File: config.mk
export PLATFORM = sky130hd
export DESIGN_NAME = zmc_seq
export DESIGN_NICKNAME = d
export VERILOG_FILES = /design/src/rtl/zmc_seq.sv
export SDC_FILE = /design/constraint.sdc
export NUM_CORES = 1
export LEC_CHECK = 0
export CAP_MARGIN = 25
export CORE_AREA = 4 4 80 82
export CTS_CLUSTER_DIAMETER = 30
export DETAILED_ROUTE_END_ITERATION = 7
export DIE_AREA = 0 0 84 86
export GPL_ROUTABILITY_DRIVEN = 0
export HOLD_SLACK_MARGIN = 0.05
export PLACE_DENSITY = 0.76
export SYNTH_ARGS = -nofsm -noshare
export SYNTH_HDL_FRONTEND = slang
export SYNTH_SLANG_ARGS = --single-unit
File: constraint.sdc
create_clock -name clk -period 1.75 [get_ports clk]
set_clock_uncertainty 0.2 [all_clocks]
set_input_delay 0.35 -clock clk [delete_from_list [all_inputs] [get_ports clk]]
set_output_delay 0.35 -clock clk [all_outputs]
set_load 0.02 [all_outputs]
File: src/rtl/zmc_seq.sv
// zmc_seq: instruction sequencer for the zmc_comp datapath.
// It accepts one decoded instruction per handshake and latches its fields.
// It then sequences reg-file writes, flag updates, segment loads and external
// load/store requests from those latched fields. Multi-cycle waits are bounded
// by a timeout counter.
module zmc_seq #(
  parameter int DATA_WL    = 16,
  parameter int OP_WL      = 8,
  parameter int SEG_REG_WL = 4,
  parameter int ADR_REG_WL = 4,
  parameter int TMO_WL     = 4
) (
  input  logic                  clk,
  input  logic                  s_reset,
  input  logic                  instr_valid_in,
  output logic                  instr_ready_out,
  input  logic [3:0]            instr_opc_in,
  input  logic [ADR_REG_WL-1:0] instr_a_in,
  input  logic [ADR_REG_WL-1:0] instr_b_in,
  input  logic [OP_WL-1:0]      instr_alu_op_in,
  input  logic [DATA_WL-1:0]    instr_imm_in,
  input  logic                  alu_valid_in,
  input  logic                  ext_ack_in,
  output logic [ADR_REG_WL-1:0] a_adr_out,
  output logic [ADR_REG_WL-1:0] b_adr_out,
  output logic [OP_WL-1:0]      alu_op_out,
  output logic                  reg_file_we_out,
  output logic                  flag_reg_ce_out,
  output logic [1:0]            alu_mux_sel_out,
  output logic [DATA_WL-1:0]    data_instr_out,
  output logic [SEG_REG_WL-1:0] seg_reg_out,
  output logic                  seg_reg_load_out,
  output logic                  ext_rd_req_out,
  output logic                  ext_wr_req_out,
  output logic                  done_out,
  output logic                  err_out
);

  localparam logic [3:0] OPC_NOP = 4'd0;
  localparam logic [3:0] OPC_ALU = 4'd1;
  localparam logic [3:0] OPC_LDI = 4'd2;
  localparam logic [3:0] OPC_CMP = 4'd3;
  localparam logic [3:0] OPC_SEG = 4'd4;
  localparam logic [3:0] OPC_LDX = 4'd5;
  localparam logic [3:0] OPC_STX = 4'd6;

  localparam logic [1:0] MUX_IMM = 2'd1;
  localparam logic [1:0] MUX_ALU = 2'd2;
  localparam logic [1:0] MUX_EXT = 2'd3;

  // Last waiting cycle before giving up: 2**TMO_WL-1.
  localparam logic [TMO_WL-1:0] TMO_LIM = '1;

  typedef enum logic [2:0] {
    S_IDLE, S_EXEC, S_ALU_WAIT, S_EXT_RD, S_EXT_WR
  } state_t;

  typedef struct packed {
    logic [3:0]            opc;
    logic [ADR_REG_WL-1:0] a;
    logic [ADR_REG_WL-1:0] b;
    logic [OP_WL-1:0]      op;
    logic [DATA_WL-1:0]    imm;
  } instr_t;

  state_t              state_q, state_d;
  instr_t              instr_q, instr_d;
  logic [TMO_WL-1:0]   tmo_q, tmo_d;
  logic                tmo_hit;

  // State, latched instruction and timeout counter; reset clears everything.
  always_ff @(posedge clk) begin
    if (s_reset) begin
      state_q <= S_IDLE;
      instr_q <= '0;
      tmo_q   <= '0;
    end else begin
      state_q <= state_d;
      instr_q <= instr_d;
      tmo_q   <= tmo_d;
    end
  end

  assign tmo_hit = (tmo_q == TMO_LIM);

  // Next state and all control outputs from state plus latched fields.
  always_comb begin
    state_d          = state_q;
    instr_d          = instr_q;
    tmo_d            = tmo_q;
    instr_ready_out  = (state_q == S_IDLE);
    a_adr_out        = '0;
    b_adr_out        = '0;
    alu_op_out       = '0;
    reg_file_we_out  = 1'b0;
    flag_reg_ce_out  = 1'b0;
    alu_mux_sel_out  = '0;
    data_instr_out   = '0;
    seg_reg_out      = '0;
    seg_reg_load_out = 1'b0;
    ext_rd_req_out   = 1'b0;
    ext_wr_req_out   = 1'b0;
    done_out         = 1'b0;
    err_out          = 1'b0;

    case (state_q)
      S_IDLE: begin
        if (instr_valid_in) begin
          instr_d = '{opc: instr_opc_in, a: instr_a_in, b: instr_b_in,
                      op: instr_alu_op_in, imm: instr_imm_in};
          state_d = S_EXEC;
        end
      end

      S_EXEC: begin
        a_adr_out  = instr_q.a;
        b_adr_out  = instr_q.b;
        alu_op_out = instr_q.op;
        tmo_d      = '0;
        state_d    = S_IDLE;
        case (instr_q.opc)
          OPC_NOP: done_out = 1'b1;
          OPC_ALU: begin
            alu_mux_sel_out = MUX_ALU;
            reg_file_we_out = 1'b1;
            flag_reg_ce_out = 1'b1;
            if (instr_q.op[OP_WL-1]) state_d = S_ALU_WAIT;
            else                     done_out = 1'b1;
          end
          OPC_LDI: begin
            alu_mux_sel_out = MUX_IMM;
            data_instr_out  = instr_q.imm;
            reg_file_we_out = 1'b1;
            done_out        = 1'b1;
          end
          OPC_CMP: begin
            flag_reg_ce_out = 1'b1;
            done_out        = 1'b1;
          end
          OPC_SEG: begin
            seg_reg_out      = instr_q.b[SEG_REG_WL-1:0];
            seg_reg_load_out = 1'b1;
            done_out         = 1'b1;
          end
          OPC_LDX: state_d = S_EXT_RD;
          OPC_STX: state_d = S_EXT_WR;
          default: err_out = 1'b1;
        endcase
      end

      // Upper-word write of a long op; datapath forces a_adr LSB itself.
      S_ALU_WAIT: begin
        a_adr_out       = instr_q.a;
        b_adr_out       = instr_q.b;
        alu_op_out      = instr_q.op;
        alu_mux_sel_out = MUX_ALU;
        if (alu_valid_in) begin
          reg_file_we_out = 1'b1;
          done_out        = 1'b1;
          state_d         = S_IDLE;
        end else if (tmo_hit) begin
          alu_mux_sel_out = '0;
          err_out         = 1'b1;
          state_d         = S_IDLE;
        end else begin
          tmo_d = tmo_q + 1'b1;
        end
      end

      S_EXT_RD: begin
        a_adr_out = instr_q.a;
        b_adr_out = instr_q.b;
        if (ext_ack_in) begin
          ext_rd_req_out  = 1'b1;
          alu_mux_sel_out = MUX_EXT;
          reg_file_we_out = 1'b1;
          done_out        = 1'b1;
          state_d         = S_IDLE;
        end else if (tmo_hit) begin
          err_out = 1'b1;
          state_d = S_IDLE;
        end else begin
          ext_rd_req_out  = 1'b1;
          alu_mux_sel_out = MUX_EXT;
          tmo_d           = tmo_q + 1'b1;
        end
      end

      // a_adr selects which register feeds data_out during the store.
      S_EXT_WR: begin
        a_adr_out = instr_q.a;
        b_adr_out = instr_q.b;
        if (ext_ack_in) begin
          ext_wr_req_out = 1'b1;
          done_out       = 1'b1;
          state_d        = S_IDLE;
        end else if (tmo_hit) begin
          err_out = 1'b1;
          state_d = S_IDLE;
        end else begin
          ext_wr_req_out = 1'b1;
          tmo_d          = tmo_q + 1'b1;
        end
      end

      default: state_d = S_IDLE;
    endcase

    // A reset cycle aborts the instruction: no side effect may escape it.
    if (s_reset) begin
      reg_file_we_out  = 1'b0;
      flag_reg_ce_out  = 1'b0;
      seg_reg_load_out = 1'b0;
      ext_rd_req_out   = 1'b0;
      ext_wr_req_out   = 1'b0;
      done_out         = 1'b0;
      err_out          = 1'b0;
    end
  end

endmodule

# ---- Word level (Yosys, flattened, before mapping)
# Index checks and enable logic that the tools add are counted.
dict set report word_totals {
  reg_bits 43
  latchBits 0
  ram_bits 0
  mem_bits_ro 0
  inputBits 41
  out_inout_bits 46
  elab_cells 85
  mem_count 0
}
dict set report classes {
  n_addsub 1
  mul 0
  div 0
  order_cmp 0
  eq_ne 14
  n_shift 0
  mux 51
  bitwise_logic 0
  reduce_logical 12
}
# cell n
set ops {}
lappend ops {{16-bit 2-to-1 mux} 2}
lappend ops {{4-bit 2-to-1 mux} 7}
lappend ops {{1-bit 2-to-1 mux} 23}
lappend ops {{4-bit by 3-bit equality test with 1-bit output (second input constant)} 3}
lappend ops {{3-bit 2-to-1 mux} 4}
lappend ops {{3-bit case mux with 4 select lines} 1}
lappend ops {{4-bit case mux with 3 select lines} 1}
lappend ops {{2-bit 2-to-1 mux} 5}
lappend ops {{1-bit case mux with 3 select lines} 3}
lappend ops {{3-bit case mux with 3 select lines} 1}
lappend ops {{4-bit by 2-bit equality test with 1-bit output (second input constant)} 2}
lappend ops {{8-bit 2-to-1 mux} 1}
lappend ops {{2-bit OR reduction} 4}
lappend ops {{4-bit OR reduction} 2}
lappend ops {{7-bit OR reduction} 1}
lappend ops {{3-bit by 2-bit equality test with 1-bit output (second input constant)} 2}
lappend ops {{2-bit inequality test (second input constant)} 3}
lappend ops {{2-bit case mux with 3 select lines} 1}
lappend ops {{4-bit by 1-bit adder with 4-bit output (second input constant)} 1}
lappend ops {{4-bit by 1-bit equality test with 1-bit output (second input constant)} 1}
lappend ops {{4-bit equality test (second input constant)} 1}
lappend ops {{4-bit logical NOT} 1}
lappend ops {{2-bit case mux with 2 select lines} 1}
lappend ops {{3-bit by 1-bit equality test with 1-bit output (second input constant)} 1}
lappend ops {{other kinds (6)} 6}

# ---- Longest topological paths before layout
# Gate-level depths: netlist of the first run.
dict set report depth {
  ltp_word 5
  depth_mapped 7
  depth_no_buf 5
}

# ---- Worst setup path before layout of the first run
# Ideal clock, no wire load.
dict set report synth_path {
  path_kind {reg-to-output}
  startpoint {reg state_q[1]}
  endpoint {out reg_file_we_out}
  t_arrival_ps 1722
  required_ps 1200
  setup_slack_ps -522
  path_stages_with_launch 5
  path_buffers 0
  path_cell_list {dfxtp_1 nor4b_2 nand2b_1 o21ai_1 nor4b_1}
}
dict set report synth_via {
  elab_chain_len 3
  elab_cells_between_ends 5
  cone_classes {3 x eq/ne; 2 x mux}
}
# element line
set synth_rtl {}
lappend synth_rtl {{start, declared} 66} ;# state_t state_q, state_d;
lappend synth_rtl {{start signal, assigned} 78} ;# state_q <= state_d;
lappend synth_rtl {{3-bit by 2-bit equality test with 1-bit output or 3-bit by 1-bit equality test with 1-bit output (tied branches)} 106} ;# case (state_q)
lappend synth_rtl {{1-bit case mux with 3 select lines (*)} 106}
lappend synth_rtl {{1-bit 2-to-1 mux (*)} 210} ;# if (s_reset) begin
lappend synth_rtl {{end, declared} 27} ;# output logic reg_file_we_out,
# Mark *: on every way between the ends. The rest lies on a longest branch, timed or not.

# ---- Final worst setup path of the first run
dict set report layout_path {
  startpoint {reg state_q[2]}
  endpoint {out seg_reg_out[0]}
}
dict set report layout_via {
  elab_chain_len 2
}
# element line
set layout_rtl {}
lappend layout_rtl {{3-bit by 1-bit equality test with 1-bit output} 106}
lappend layout_rtl {{4-bit 2-to-1 mux} 106}
lappend layout_rtl {{end, declared} 31} ;# output logic [SEG_REG_WL-1:0] seg_reg_out,
# Every way passes these cells.

==> results of run 1 <==
## state kept, by name, indices dropped and copies added (netlist names)
name,cells
instr_q,36
tmo_q,4
state_q,3
## area by class of cell
type	instances	area, um^2
clock buffer	6	72.57
timing repair buffer	178	1919
fill	296	815.8
clock inverter	2	11.26
sequential	43	872.1
multi-input combinational	227	1949
tap	75	93.84
inverter	3	11.26
## timing repair
action                                  4_1_cts  5_1_grt
setup buffers                                25       15
gates cloned                                  8        7
gates resized for setup                     328      155
endpoints found under the setup margin       86       89
pin swaps                                    33       91
## power by group
part | switching [uW] | total [uW] | internal, uW
clock | 360 | 641 | 280
sequential | 42.4 | 1070 | 1030
combinational | 416 | 900 | 484
## cells in the final DEF (no fill, tap or decap), drive strengths merged, types with 2 or more instances in the layout
cell           instances
clkdlybuf4s50         38
and2                  38
nor2b                  4
nand2                 78
a21oi                 44
buf                  135
a31oi                  2
nand2b                 4
nor4                   2
a2bb2oi                4
o21ai                  6
inv                    4
nand4                  2
clkbuf                10
nor2                  12
nor3                   5
o22ai                  2
nand3                  3
dfxtp                 43
nor4b                  3
## worst max-delay path, stage by stage, from the launching register on
cell and delay, ns:
sky130_fd_sc_hd__dfxtp_4 0.36, sky130_fd_sc_hd__nor4b_4 0.37, sky130_fd_sc_hd__buf_4 0.19, sky130_fd_sc_hd__nand2_4 0.05
sky130_fd_sc_hd__nor3_4 0.13, sky130_fd_sc_hd__buf_6 0.14, sky130_fd_sc_hd__and2_4 0.15, sky130_fd_sc_hd__buf_6 0.11
## per-layer routing
layer	track usage	vias to the layer above	part of all wire
met2	0.4389	127	0.52
met4	0.09357	0	0.041
met1	0.2384	1409	0.37
li1	-	1319	-
met3	0.05860	37	0.066
met5	0	-	0
## cells by family after synthesis
kind of cell	synth area share
and+or+nand+nor	0.3726
xor gates and xnor gates	0.004026
buffers and inverters	0.04715
DFF	0.3956
AOI/OAI and AO/OA	0.1748
adders and majority gates	0.005750
## per-stage QoR
step / hold WS (ns) / cell area [um^2] / total power [uW]
floorplan: 0.2317 / 2337 / 1307
global placement: 0.2371 / 3615 / 1558
detailed placement: 0.2432 / 3615 / 1569
CTS: 0.2545 / 4342 / 2396
global route: 0.2710 / 4930 / 2706
finish: 0.2625 / 4930 / 2612
## worst paths after layout
kind                              endpoint               startpoint  cells past startpoint
setup reg to reg  instr_q[12]$_SDFFE_PP0P_  state_q[1]$_SDFFE_PP0P_                     10
hold reg to reg    instr_q[3]$_SDFFE_PP0P_  instr_q[3]$_SDFFE_PP0P_                      2
setup / recovery            seg_reg_out[0]  state_q[2]$_SDFFE_PP0P_                      7
hold / removal     instr_q[3]$_SDFFE_PP0P_  instr_q[3]$_SDFFE_PP0P_                      2
==> qor.csv, run 1 <==
metric,value,unit
layoutNonFillerInstCount,534,
worst_setup_hold_path_clk_slew,0.08,ns
cts_root_buf,sky130_fd_sc_hd__clkbuf_8,
globalRouteOverflowTotal,0,
synth_enable_flop_cells,0,
die-width,84,um
post-route-period-util,1.347,
ys_types,45,
tritoncts,yes,
peakVddDrop,0.6018,mV
worst-slew-pin-transition,0.3601,ns
postSynthRegisterBits,43,
finalNetCount,500,
finalHoldViolations,0,
drive_gt1_frac,0.6427,
hpwl,4.973,mm
rsz0062_at_grt,yes,
fmax,424.3,MHz
dp.cells,486,
worst-r2r-setup-slack,-0.32,ns
synthesis.instances,292,
place_worst_setup_slack,-1.052,ns
leakagePower,0.002117,uW
first_global_vias,2848,
clk_path_buf_depth,2,
post_cts_hold_buffer_count,0,
post_synth.cell_area_avg,7.451,um^2
die_area,7224,um^2
drt-total-wl,10.58,mm
synth_top_flop_cell,sky130_fd_sc_hd__dfxtp_1,
slew-limit-headroom,0.7600,
detail_route.drc_violations,0,
route.detailed.wl_per_inst,19.81,um
antenna-diode-count,0,
place.port_buffers,86,
layout_area_overhead,126.6,%
initial_core_util,0.3787,
clock_buffers_created_by_tritoncts,5,
synth_most_common_cell,sky130_fd_sc_hd__nand2_1,
critPathCaptureType,output pin,
setup-violations-final,89,
async_flop_share,0,
drt_first_pass_iters,4,
grtUsageTotal,0.2297,
worst-setup-path-type,register to output pin,
maxSlewViolCount,0,
grt_start_max_net_pins,37,
timing.final.ws_setup,-0.6069,ns
synth.net_count,334,
syn-cell-area,2176,um^2
power_density_cells,529.8,nW/um^2
dr.first_iter.drc_count,132,
crit_path_max_fanout,4,
critPathRequiredTime,1.20,ns
antenna_found_initial,0,
violations,negative setup slack,
die_y,86,um
timing.critical_path.arrival,1.81,ns
finalCoreUtilization,0.8580,
ios,87,
synthesis.yosys.warnings,0,
synth.top_cell.area_share,0.3956,
period_minus_slack,2.357,ns
status,finished with violations,
worstSkewPairLatency,0.30,ns
synthDominantAreaCellType,sky130_fd_sc_hd__dfxtp_1,
maxCapViolations,0,
tritoncts_num_sinks,43,
post_synth_most_frequent_cells,"sky130_fd_sc_hd__nand2_1, sky130_fd_sc_hd__a21oi_1, sky130_fd_sc_hd__dfxtp_1, sky130_fd_sc_hd__and2_1, sky130_fd_sc_hd__nor2_1",
tns,-33.35,ns
yosysSeqAreaShare,0.3956,
grt_pass1_wl,13.36,mm
cts_htree_levels,2,
core.rowCount,28,
hold_path_class,register to register,
core-area,5746,um^2
route.antenna.remaining_nets,0,
synth.top_cells.by_area,"sky130_fd_sc_hd__dfxtp_1, sky130_fd_sc_hd__nand2_1, sky130_fd_sc_hd__and2_1, sky130_fd_sc_hd__a21oi_1, sky130_fd_sc_hd__nor2_1",
vias,2892,
setup.worst_path.start_class,register,
via_per_inst,5.416,
(Power assumes the default switching activity.)
==> run 2, diff against run 1 <==
--- a/config.mk
+++ b/config.mk
@@ -6,13 +6,13 @@
 export NUM_CORES = 1
 export LEC_CHECK = 0
 export CAP_MARGIN = 25
-export CORE_AREA = 4 4 80 82
+export CORE_AREA = 4 4 91 93
 export CTS_CLUSTER_DIAMETER = 30
 export DETAILED_ROUTE_END_ITERATION = 7
-export DIE_AREA = 0 0 84 86
+export DIE_AREA = 0 0 95 97
 export GPL_ROUTABILITY_DRIVEN = 0
 export HOLD_SLACK_MARGIN = 0.05
-export PLACE_DENSITY = 0.76
+export PLACE_DENSITY = 0.61
 export SYNTH_ARGS = -nofsm -noshare
 export SYNTH_HDL_FRONTEND = slang
 export SYNTH_SLANG_ARGS = --single-unit
==> qor.csv, run 2 (synthesis results as in run 1) <==
metric,value,unit
crit_path_max_fanout,3,
worstSkewPairLatency,0.29,ns
hpwl,5.145,mm
timing.critical_path.arrival,1.81,ns
critPathCaptureType,output pin,
reg_top3,"instr_q (36), tmo_q (4), state_q (3)",
fin_total_pwr,2499,uW
peakVddDrop,0.3812,mV
worst-slew-pin-transition,0.3727,ns
rr_worst_depth,8,
fin_hold_ws,0.2652,ns
worst_r2r_endpoint,state_q[1]$_SDFFE_PP0P_,
worst_setup_hold_path_clk_slew,0.09,ns
place_worst_setup_slack,-0.9737,ns
leakagePower,0.002076,uW
critPathRequiredTime,1.20,ns
grt_start_max_net_pins,24,
rsz0062_at_grt,yes,
critPathCapture,reg_file_we_out,
finalNetCount,502,
slew-limit-headroom,0.7515,
post_cts_hold_buffer_count,0,
die-width,95,um
route.antenna.remaining_nets,0,
mostFrequentLayoutCells,"sky130_fd_sc_hd__buf_6, sky130_fd_sc_hd__buf_4, sky130_fd_sc_hd__nand2_1, sky130_fd_sc_hd__clkdlybuf4s50_1",
worst-r2r-setup-slack,-0.29,ns
fmax,423.6,MHz
worst-setup-path-type,register to output pin,
power_density_cells,506.6,nW/um^2
antenna-diode-count,0,
cts_root_buf,sky130_fd_sc_hd__clkbuf_8,
layout_area_overhead,126.7,%
first_global_vias,2678,
dr.first_iter.drc_count,72,
setup.worst_path.start_class,register,
drt_first_pass_iters,6,
tritoncts,yes,
cts_htree_levels,2,
finalHoldViolations,0,
most_frequent_standard_cell_in_the_layout_excluding_fill_and_tap_cells,sky130_fd_sc_hd__buf_6,
via_per_inst,4.826,
post_dp_cell_area,3618,um^2
hold_path_class,register to register,
grtUsageTotal,0.1822,
die_area,9215,um^2
die_y,97,um
largest-register,instr_q,
core-area,7527,um^2
maxSlewViolCount,0,
grt_pass1_wl,13.31,mm
final_cell_area,4933,um^2
vias,2717,
ios,87,
violations,negative setup slack,
post-route-period-util,1.349,
tritoncts_num_sinks,43,
place.port_buffers,86,
clk_path_buf_depth,2,
core.rowCount,32,
drt-total-wl,9.105,mm
setup.worst_path.start,state_q[1]$_SDFFE_PP0P_,
route.detailed.wl_per_inst,16.17,um
antenna_found_initial,0,
globalRouteOverflowTotal,0,
clock_buffers_created_by_tritoncts,5,
timing.final.ws_setup,-0.6107,ns
setup-violations-final,87,
drive_gt1_frac,0.6464,
finalCoreUtilization,0.6554,
detail_route.drc_violations,0,
maxCapViolations,0,
number_of_flip_flops_in_the_largest_register,36,
regToRegStartpoint,state_q[1]$_SDFFE_PP0P_,
status,finished with violations,
period_minus_slack,2.361,ns
initial_core_util,0.2891,
[run 2: changes by cell type in the layout (fill, tap and decap cells not counted), sizes merged]
cell and delta:
buf +2
[run 2: report_power, final]
part / internal [uW] / leakage, uW / switching, uW
Sequential: 1030 / 0.000356 / 33.0
Combinational: 434 / 0.00167 / 368
Clock: 281 / 0.0000455 / 355
[run 2: area by class of cell]
class / instances / area, um^2
Fill cell: 637 / 2594
Multi-Input combinational cell: 227 / 1918
Timing Repair Buffer: 180 / 1917
Sequential cell: 43 / 875.8
Tap cell: 102 / 127.6
Clock buffer: 6 / 72.57
Clock inverter: 2 / 11.26
Inverter: 3 / 11.26
[run 2: how the worst min path moves through the flow]
| stage | start | endpoint | slack [ns] | cells after the start |
|---|---|---|---|---|
| after CTS | instr_q[30]$_SDFFE_PP0P_ | instr_q[30]$_SDFFE_PP0P_ | 0.26 | 2 |
| final | instr_q[8]$_SDFFE_PP0P_ | instr_q[8]$_SDFFE_PP0P_ | 0.27 | 2 |
| after global routing | instr_q[5]$_SDFFE_PP0P_ | instr_q[5]$_SDFFE_PP0P_ | 0.28 | 2 |
| after global placement | instr_q[29]$_SDFFE_PP0P_ | instr_q[29]$_SDFFE_PP0P_ | 0.24 | 2 |
| after floorplan | instr_q[0]$_SDFFE_PP0P_ | instr_q[0]$_SDFFE_PP0P_ | 0.23 | 2 |
| after detailed placement | instr_q[30]$_SDFFE_PP0P_ | instr_q[30]$_SDFFE_PP0P_ | 0.24 | 2 |
[run 2: timing repair]
item,in CTS,in global routing
gates resized for setup,359,118
gates cloned,4,6
pin swaps,48,70
setup buffers,31,14
endpoints found under the setup margin,51,87
[run 2: worst max-delay path, cell delays in order, from the launching register on]
cell,delay [ns]
sky130_fd_sc_hd__dfxtp_4,0.37
sky130_fd_sc_hd__nor4b_4,0.31
sky130_fd_sc_hd__nand2b_1,0.19
sky130_fd_sc_hd__buf_6,0.17
sky130_fd_sc_hd__o21ai_2,0.11
sky130_fd_sc_hd__nor4b_4,0.19
sky130_fd_sc_hd__buf_4,0.18
[run 2: layer usage]
metal | wire, um | GRT usage | vias up | part of all wire
li1 | - | - | 1322 | -
met2 | 4969 | 0.3373 | 60 | 0.55
met3 | 465 | 0.04666 | 11 | 0.051
met1 | 3544 | 0.2062 | 1324 | 0.39
met5 | 0 | 0 | - | 0
met4 | 125 | 0.03663 | 0 | 0.014
[run 2: metrics by stage]
step | setup TNS [ns] | cells
final | -28.89 | 563
after global routing | -36.28 | 563
after CTS | -29.21 | 550
after detailed placement | -32.94 | 509
after global placement | -32.59 | 509
after floorplan | -0.9534 | 292
